**config.mk**
```make
export PLATFORM = sky130hd
export DESIGN_NAME = zircon_avalon_tlc549_reader
export DESIGN_NICKNAME = d
export VERILOG_FILES = /design/src/rtl/zircon_avalon_tlc549_reader.sv
export SDC_FILE = /design/constraint.sdc
export NUM_CORES = 1
export LEC_CHECK = 0
export ABC_AREA = 1
export BUFFER_PORTS_ARGS = -buffer_cell sky130_fd_sc_hd__buf_4
export CAP_MARGIN = 10
export CORE_MARGIN = 10
export CORE_UTILIZATION = 55
export DETAILED_ROUTE_END_ITERATION = 16
export PLACE_DENSITY = 0.82
export SETUP_SLACK_MARGIN = 0.5
export SKIP_CTS_REPAIR_TIMING = 1
export SYNTH_ARGS = -nofsm -noshare
export SYNTH_HDL_FRONTEND = slang
export SYNTH_SLANG_ARGS = --single-unit
```
**constraint.sdc**
```tcl
create_clock -name csi_clk -period 4.9 [get_ports csi_clk]
set_input_delay 0.49 -clock csi_clk [delete_from_list [all_inputs] [get_ports csi_clk]]
set_output_delay 0.49 -clock csi_clk [all_outputs]
set_load 0.01 [all_outputs]
```
**src/rtl/zircon_avalon_tlc549_reader.sv**
```systemverilog
// Avalon-MM slave that sequences a TLC549 8-bit serial ADC and exposes the
// captured sample plus new/overrun/busy status over two registers.
module zircon_avalon_tlc549_reader #(
    parameter int CLK_DIV   = 25,
    parameter int CS_SETUP  = 75,
    parameter int CONV_WAIT = 1000
) (
    input  logic        csi_clk,
    input  logic        rsi_reset_n,
    input  logic        avs_address,
    input  logic        avs_read,
    output logic [31:0] avs_readdata,
    input  logic        avs_write,
    input  logic [31:0] avs_writedata,
    output logic        adc_cs_n,
    output logic        adc_clk,
    input  logic        adc_dout
);

    typedef enum logic [2:0] {
        S_IDLE  = 3'd0,
        S_SETUP = 3'd1,
        S_SHIFT = 3'd2,
        S_DONE  = 3'd3,
        S_WAIT  = 3'd4
    } state_t;

    localparam logic [15:0] DIV_LAST   = 16'(CLK_DIV - 1);
    localparam logic [15:0] SETUP_LAST = 16'(CS_SETUP - 1);
    localparam logic [15:0] WAIT_LAST  = 16'(CONV_WAIT - 1);

    state_t      state_q, state_d;
    logic [15:0] cnt_q, cnt_d;
    logic [3:0]  half_q, half_d;
    logic        adc_clk_q, adc_clk_d;
    logic        adc_cs_n_q, adc_cs_n_d;
    logic [7:0]  shift_q, shift_d;
    logic [7:0]  data_q, data_d;
    logic        new_q, new_d;
    logic        overrun_q, overrun_d;
    logic        cont_q, cont_d;
    logic        primed_q, primed_d;
    logic        chain_q, chain_d;
    logic [31:0] rdata_q, rdata_d;
    logic        sync_meta_q, sync_q;

    logic        wr_ctrl_s, start_s, rd_data_s, busy_s;
    logic        unused_wdata_s;

    assign wr_ctrl_s      = avs_write & avs_address;
    assign start_s        = wr_ctrl_s & avs_writedata[0];
    assign rd_data_s      = avs_read & ~avs_address;
    assign busy_s         = (state_q != S_IDLE);
    assign unused_wdata_s = ^avs_writedata[31:2];

    // Next-state, sequencer outputs and register-file updates
    always_comb begin
        state_d   = state_q;
        cnt_d     = cnt_q;
        half_d    = half_q;
        adc_clk_d = adc_clk_q;
        shift_d   = shift_q;
        data_d    = data_q;
        new_d     = new_q;
        overrun_d = overrun_q;
        primed_d  = primed_q;
        chain_d   = chain_q;

        if (wr_ctrl_s) begin
            cont_d = avs_writedata[1];
        end else begin
            cont_d = cont_q;
        end

        if (rd_data_s) begin
            new_d     = 1'b0;
            overrun_d = 1'b0;
        end else begin
            new_d     = new_q;
            overrun_d = overrun_q;
        end

        case (state_q)
            S_IDLE: begin
                adc_clk_d = 1'b0;
                if (start_s || cont_q) begin
                    state_d = S_SETUP;
                    cnt_d   = 16'd0;
                end else begin
                    state_d = S_IDLE;
                end
            end
            S_SETUP: begin
                // First rising edge of adc_clk coincides with entering SHIFT
                if (cnt_q == SETUP_LAST) begin
                    state_d   = S_SHIFT;
                    cnt_d     = 16'd0;
                    half_d    = 4'd0;
                    adc_clk_d = 1'b1;
                    shift_d   = {shift_q[6:0], sync_q};
                end else begin
                    cnt_d = cnt_q + 16'd1;
                end
            end
            S_SHIFT: begin
                if (half_q == 4'd15) begin
                    state_d   = S_DONE;
                    adc_clk_d = 1'b0;
                end else if (cnt_q == DIV_LAST) begin
                    cnt_d     = 16'd0;
                    half_d    = half_q + 4'd1;
                    adc_clk_d = ~adc_clk_q;
                    if (!adc_clk_q) begin
                        shift_d = {shift_q[6:0], sync_q};
                    end else begin
                        shift_d = shift_q;
                    end
                end else begin
                    cnt_d = cnt_q + 16'd1;
                end
            end
            S_DONE: begin
                // The ADC returns the previous conversion, so the first frame is thrown away
                if (!primed_q) begin
                    primed_d = 1'b1;
                    chain_d  = 1'b1;
                end else begin
                    data_d    = shift_q;
                    new_d     = 1'b1;
                    overrun_d = rd_data_s ? overrun_q : (overrun_q | new_q);
                end
                state_d = S_WAIT;
                cnt_d   = 16'd0;
            end
            S_WAIT: begin
                if (cnt_q == WAIT_LAST) begin
                    cnt_d = 16'd0;
                    if (chain_q || cont_q) begin
                        state_d = S_SETUP;
                        chain_d = 1'b0;
                    end else begin
                        state_d = S_IDLE;
                    end
                end else begin
                    cnt_d = cnt_q + 16'd1;
                end
            end
            default: begin
                state_d   = S_IDLE;
                adc_clk_d = 1'b0;
            end
        endcase

        adc_cs_n_d = ~((state_d == S_SETUP) || (state_d == S_SHIFT));

        if (avs_read) begin
            if (avs_address) begin
                rdata_d = {28'd0, cont_q, overrun_q, new_q, busy_s};
            end else begin
                rdata_d = {24'd0, data_q};
            end
        end else begin
            rdata_d = rdata_q;
        end
    end

    // State, datapath and output registers
    always_ff @(posedge csi_clk or negedge rsi_reset_n) begin
        if (!rsi_reset_n) begin
            state_q     <= S_IDLE;
            cnt_q       <= 16'd0;
            half_q      <= 4'd0;
            adc_clk_q   <= 1'b0;
            adc_cs_n_q  <= 1'b1;
            shift_q     <= 8'd0;
            data_q      <= 8'd0;
            new_q       <= 1'b0;
            overrun_q   <= 1'b0;
            cont_q      <= 1'b0;
            primed_q    <= 1'b0;
            chain_q     <= 1'b0;
            rdata_q     <= 32'd0;
            sync_meta_q <= 1'b0;
            sync_q      <= 1'b0;
        end else begin
            state_q     <= state_d;
            cnt_q       <= cnt_d;
            half_q      <= half_d;
            adc_clk_q   <= adc_clk_d;
            adc_cs_n_q  <= adc_cs_n_d;
            shift_q     <= shift_d;
            data_q      <= data_d;
            new_q       <= new_d;
            overrun_q   <= overrun_d;
            cont_q      <= cont_d;
            primed_q    <= primed_d;
            chain_q     <= chain_d;
            rdata_q     <= rdata_d;
            sync_meta_q <= adc_dout;
            sync_q      <= sync_meta_q;
        end
    end

    assign avs_readdata = rdata_q;
    assign adc_cs_n     = adc_cs_n_q;
    assign adc_clk      = adc_clk_q;

endmodule
```
==> metrics.txt, run 1 <==
Crit. End Element flop; full die area roughly 9400 um^2; Post-Syn Instances about 440; gr ovfl total 0; I/O pin cnt 72; Post-Route WL 6860 um; # diodes 0; RSZ-0062 raised after global routing no; Max Slew Vio Count 0; largest net degree at the start of global routing 57; Hold Crit Class primary input to async pin; clk buf depth 2; floorplan core area 5850 um^2; CTS root buffer clkbuf_8; Worst-Margin Slew 0.702 ns; DR iter-0 viols slightly below 100; Worst path slowest cell dfrtp_1; Crit Path Category flop to flop; Max Freq around 540 MHz; WL/cell around 13 um; worst clock skew between 0.01 and 0.015 ns; TritonCTS clock tree done; vias in the first global route between 2000 and 3000; status complete, no violations; Ys Warns 0; Final nets 497; FF-to-FF End shift_q[7]; Max-Cap Viols 0; antenna viol nets, final 0; Overall Global Routing Usage approximately 14%; sequence of cells on the critical path inv_1 -> ha_1 -> nand3_1 -> nor2_1 -> nand2_1 -> nand2_2 -> nand2_2 -> nor2_4 -> inv_1 -> nand2_1 -> nand2_1; crit path DAT between 2 and 2.5 ns; CTS buffer count 5; Post-Syn Area 3260 um^2; Power, Total ~0.00079 W; main combinational cell family by area after synthesis simple AND/OR/NAND/NOR gates; Crit path max-delay family simple AND/OR/NAND/NOR gates; Buf+Inv Stages, Crit Path 2; post-route minimum period 1.85 ns; cell mode on critical path nand2_1; Mapped Avg Cell Area 7.45 um^2; DR pass1 iterations 4; Clock Sinks 56; Distinct cells, synth 29; async set or reset register ratio after synthesis 100%; Relative slew margins roughly 53%; most common cell after layout, fill and taps aside nand2_1; Fin. Hold Viols 0; share of layout cells above drive strength 1 12.1%; mux share of post-synthesis cell area 0%; crit-path max FO 16; simple logic cell fraction of the synthesized area about a third; setup tns final 0 ns; first-pass GRT wire length approximately 12000 um; setup violators final 0; P&R area growth vs syn 5.29%; post-synthesis compound-gate area fraction approximately 6.7%; row count 28; worst skew pair latency about 0.32 ns; FF-to-FF setup slack about 3.0 ns; initial antenna violation count 0; Initial Util 55.8%; vias per std cell roughly 5.0; clk slew on worst S/H paths approximately 0.11 ns; Final period util between 30% and 40%; adder-cell share of the synthesized area around 1.5%; EDFF count, synth 0; Die Ht ~97 um; hpwl dp between 5000 and 6000 um; H-Tree Depth 2; Most used DFF post-synth dfrtp_1; R2R Path Start cnt_q[0]; total vias in the final route 2638; max incr delay on CP 0.45 ns; R2R cell count 11; commonest non-fill, non-tap cells in the layout nand2_1 (133), nor2_1 (59), dfrtp_1 (55); Critical Path Start Type flop; VDD IR max ~0.00019 V; Leakage Power 1.75 nW; post-synthesis sequential area ratio 43.0%; # port buffers 17; XOR/XNOR Fraction of Synth Area 1.34%; CP required approximately 5.1 ns; RD Place Congestion 0.887; power density over cell area ~230 nW/um^2; die width around 97 um; Seq cells post-synth between 50 and 60; Residual DRC 0
-- power breakdown --
part	internal (W)	switching, W	leakage (nW)
registers	0.000467	0.00000282	0.719
clock network	0.000108	0.000169	0.0515
logic	0.0000103	0.0000293	0.978
total	0.000585	0.000202	1.75
-- layer usage --
| metal | wire length (um) | GRT usage, % |
|---|---|---|
| met5 | 0 | 0 |
| met4 | 47 | 4.54 |
| met1 | 3010 | 17.5 |
| met2 | 3580 | 24.7 |
| met3 | 213 | 3.06 |
-- final cells by class --
| cell class | count | area (um^2) |
|---|---|---|
| fill | 522 | 2410 |
| multi-input combinational | 329 | 1540 |
| sequential | 56 | 1400 |
| inverter | 46 | 173 |
| timing repair buffer | 17 | 128 |
| tap | 75 | 93.8 |
| clock buffer | 5 | 68.8 |
| clock inverter | 3 | 33.8 |
-- worst max-delay path by stage --
stage                     cells after the start  slack, ns       from          to
after global placement                       11       3.08   cnt_q[0]  shift_q[7]
after detailed placement                     11       3.06   cnt_q[0]  shift_q[7]
final                                        11       3.05   cnt_q[0]  shift_q[7]
after floorplan                              10       3.36   cnt_q[0]  shift_q[5]
after global routing                         10       2.82  half_q[0]   cnt_q[11]
after CTS                                    11       3.05   cnt_q[0]  shift_q[7]
-- flip-flops by register name, summed over array words and instances, names as in the netlist --
signal	count
cnt_q	16
avs_readdata	8
data_q	8
shift_q	8
half_q	4
state_q	3
adc_clk	1
adc_cs_n	1
chain_q	1
cont_q	1
new_q	1
overrun_q	1
primed_q	1
sync_meta_q	1
sync_q	1
-- synth_stat cells (7+ instances only) --
master,count,area (um^2)
inv_1,40,150
nand2_2,7,43.8
o21ai_0,21,105
dfrtp_1,55,1380
o21ai_1,7,35.0
nand3_1,36,180
nor2_1,59,221
nand2_1,133,499
buf_4,25,188
-- stage by stage --
step	setup slack, ns	instances	util (%)	area [um^2]	hold slack [ns]
after floorplan	3.36	461	-	3350	0.194
after global placement	3.08	523	57.0	3330	0.336
after detailed placement	3.06	523	57.0	3330	0.340
after CTS	3.05	531	58.7	3440	0.242
after global routing	2.82	531	58.7	3440	0.260
final	3.05	531	58.7	3440	0.181
-- cells by family after synthesis --
group / after synthesis
DFF: 56
AOI/OAI and AO/OA: 39
xor gates and xnor gates: 5
and+or+nand+nor: 257
other: 1
buffers and inverters: 76
adders and majority gates: 4
No activity file was read; power rests on OpenSTA's default activity.
==> inputs of run 2 (changes only) <==
--- a/config.mk
+++ b/config.mk
@@ -9,9 +9,9 @@
 export BUFFER_PORTS_ARGS = -buffer_cell sky130_fd_sc_hd__buf_4
 export CAP_MARGIN = 10
 export CORE_MARGIN = 10
-export CORE_UTILIZATION = 55
+export CORE_UTILIZATION = 49
 export DETAILED_ROUTE_END_ITERATION = 16
-export PLACE_DENSITY = 0.82
+export PLACE_DENSITY = 0.77
 export SETUP_SLACK_MARGIN = 0.5
 export SKIP_CTS_REPAIR_TIMING = 1
 export SYNTH_ARGS = -nofsm -noshare
==> constraint.sdc (replaced) <==
create_clock -name csi_clk -period 1.57 [get_ports csi_clk]
set_input_delay 0.157 -clock csi_clk [delete_from_list [all_inputs] [get_ports csi_clk]]
set_output_delay 0.157 -clock csi_clk [all_outputs]
set_load 0.01 [all_outputs]
==> run 2 against run 1 <==
The flow now finishes with violations (negative setup slack); clock power grew to 3.2 times the previous value; global-route usage is essentially flat; flip-flop and latch count unchanged; power rose to 3.2 times the previous value; via count up 11%; routed wire length is 16% higher; cell count grew 12%; fmax increased by 12%; clock skew grew 0.0013 ns; largest cell class unchanged.
==> metrics.txt, run 2 (synthesis gave the netlist of run 1 again) <==
Worst path slowest cell dfrtp_1; Crit path max-delay family simple AND/OR/NAND/NOR gates; Crit Path Category flop to flop; first-pass GRT wire length 12300 um (+5.1%); DR iter-0 viols 191 (+93%); gr ovfl total 0 (unchanged); row count 29 (+3.6%); status complete, but fails checks; RSZ-0062 raised after global routing yes; Placed Cells 574 (+9.8%); CP required 1.79 ns (-3.33 ns); die width 102 um (+4.7%); CTS buffer count 5 (unchanged); CTS root buffer clkbuf_8; setup tns final -1.14 ns (-1.14 ns); Post-Route WL 7990 um (+16%); Initial Util 50.8% (-5.0 points); crit path DAT 1.87 ns (-0.20 ns); most flop-heavy register cnt_q; VDD IR max 0.000413 V (+120%); clk slew on worst S/H paths 0.12 ns (about the same); power density over cell area 593 nW/um^2 (+160%); H-Tree Depth 2 (unchanged); # diodes 0 (unchanged); hpwl dp 5700 um (+9.4%); cell mode on critical path nand2_4; initial antenna violation count 0 (unchanged); worst clock skew 0.0139 ns (+0.00129 ns); Final nets 557 (+12%); worst skew pair latency 0.32 ns (about the same); post-route minimum period 1.66 ns (-0.198 ns); share of layout cells above drive strength 1 32.0% (+20 points); post-place instance area 3790 um^2 (+14%); Leakage Power 2.09 nW (+20%); Max-Cap Viols 0 (unchanged); Buf+Inv Stages, Crit Path 2 (unchanged); Residual DRC 0 (unchanged); largest net degree at the start of global routing 33 (-42%); Die Ht 102 um (+4.7%); crit-path max FO 7 (-9); RD Place Congestion 0.915 (+3.1%); Layout Cells excl Fill 593 (+12%); Hold Crit Class primary input to flop; commonest non-fill, non-tap cells in the layout nand2_1 (117), buf_4 (65), nor2_1 (50); vias in the first global route 2796 (+11%); full die area 10300 um^2 (+9.7%); Clock Sinks 56 (unchanged); floorplan core area 6420 um^2 (+9.8%); vias per std cell 4.96 (-0.20%); failing checks negative setup slack; max incr delay on CP 0.43 ns (-0.02 ns); final cell utilization of the core 65.4% (+6.7 points); TritonCTS clock tree done; fin area 4200 um^2 (+22%); P&R area growth vs syn 28.7%; Critical Path Start Type flop; Fin. Hold Viols 0 (unchanged); most common cell after layout, fill and taps aside nand2_1; I/O pin cnt 72 (unchanged); # port buffers 17 (unchanged); Power, Total 0.00249 W (+220%); Overall Global Routing Usage 14.4% (+0.022 points); max reg flops 16 (unchanged); WL/cell 13.5 um (+4.3%); antenna viol nets, final 0 (unchanged); DR pass1 iterations 5 (+1); Crit. End Element flop; Max Slew Vio Count 0 (unchanged); clk buf depth 2 (unchanged); Final period util 105% (+68 points); Max Freq 604 MHz (+12%); sequence of cells on the critical path inv_2 -> ha_4 -> nand3_2 -> nor2_2 -> nand2_2 -> nand2_4 -> nand2_4 -> nor2_4 -> clkbuf_16 -> o21ai_1; Setup WS post-layout -0.0854 ns (-3.13 ns); setup violators final 25 (+25); total vias in the final route 2940 (+11%)
==> run 2: cell count changes in the layout (fill, tap and decap cells not counted), sizes merged <==
cell	before	now
clkbuf	5	6
buf	17	74
dlygate4sd3	0	2
==> run 2: path summary, 6_finish.rpt <==
| path | from | endpoint | slack [ns] | cells past startpoint |
|---|---|---|---|---|
| setup / recovery | cnt_q[0] | shift_q[0] | -0.09 | 10 |
| hold / removal | avs_writedata[1] | cont_q | 0.09 | 3 |
| min in group asynchronous | rsi_reset_n | cnt_q[2] | 0.27 | 2 |
| max in group asynchronous | rsi_reset_n | adc_cs_n | 0.76 | 3 |
| hold reg to reg | sync_meta_q | sync_q | 0.40 | 0 |
| setup reg to reg | cnt_q[0] | shift_q[0] | -0.09 | 10 |
==> run 2: worst reg2reg max path, stage by stage, from the launching register on <==
cell and delay (ns):
dfrtp_1 0.43, inv_2 0.13, ha_4 0.15, nand3_2 0.06, nor2_2 0.12, nand2_2 0.08, nand2_4 0.11, nand2_4 0.06
nor2_4 0.16, clkbuf_16 0.19, o21ai_1 0.07
==> run 2: per-stage QoR <==
stage | hold WS (ns) | worst slack, ns
after floorplan | -0.139 | 0.0760
after global placement | 0.0883 | -0.0650
after detailed placement | 0.0936 | -0.103
after CTS | -0.260 | -0.107
after global routing | 0.104 | -0.179
final | 0.0908 | -0.0854
==> run 2: area by class of cell <==
type / count / area, um^2
tap: 77 / 96.3
multi-input combinational: 329 / 1760
sequential: 56 / 1410
fill: 516 / 2220
inverter: 46 / 175
clock buffer: 5 / 68.8
clock inverter: 3 / 33.8
timing repair buffer: 77 / 661
==> run 2: per-layer routing <==
metal,up-vias,share of wire (%),track usage (%)
met5,-,0,0
met4,0,0.79,3.41
met3,7,5.9,3.40
met2,79,50,25.0
met1,1373,44,17.7
li1,1481,-,-
==> run 2: where the power goes <==
group / switching, W / internal (W) / total, W / leakage (nW)
sequential: 0.0000110 / 0.00146 / 0.00147 / 0.713
clock: 0.000549 / 0.000338 / 0.000887 / 0.0515
combinational: 0.0000932 / 0.0000435 / 0.000137 / 1.33
total: 0.000653 / 0.00184 / 0.00249 / 2.09
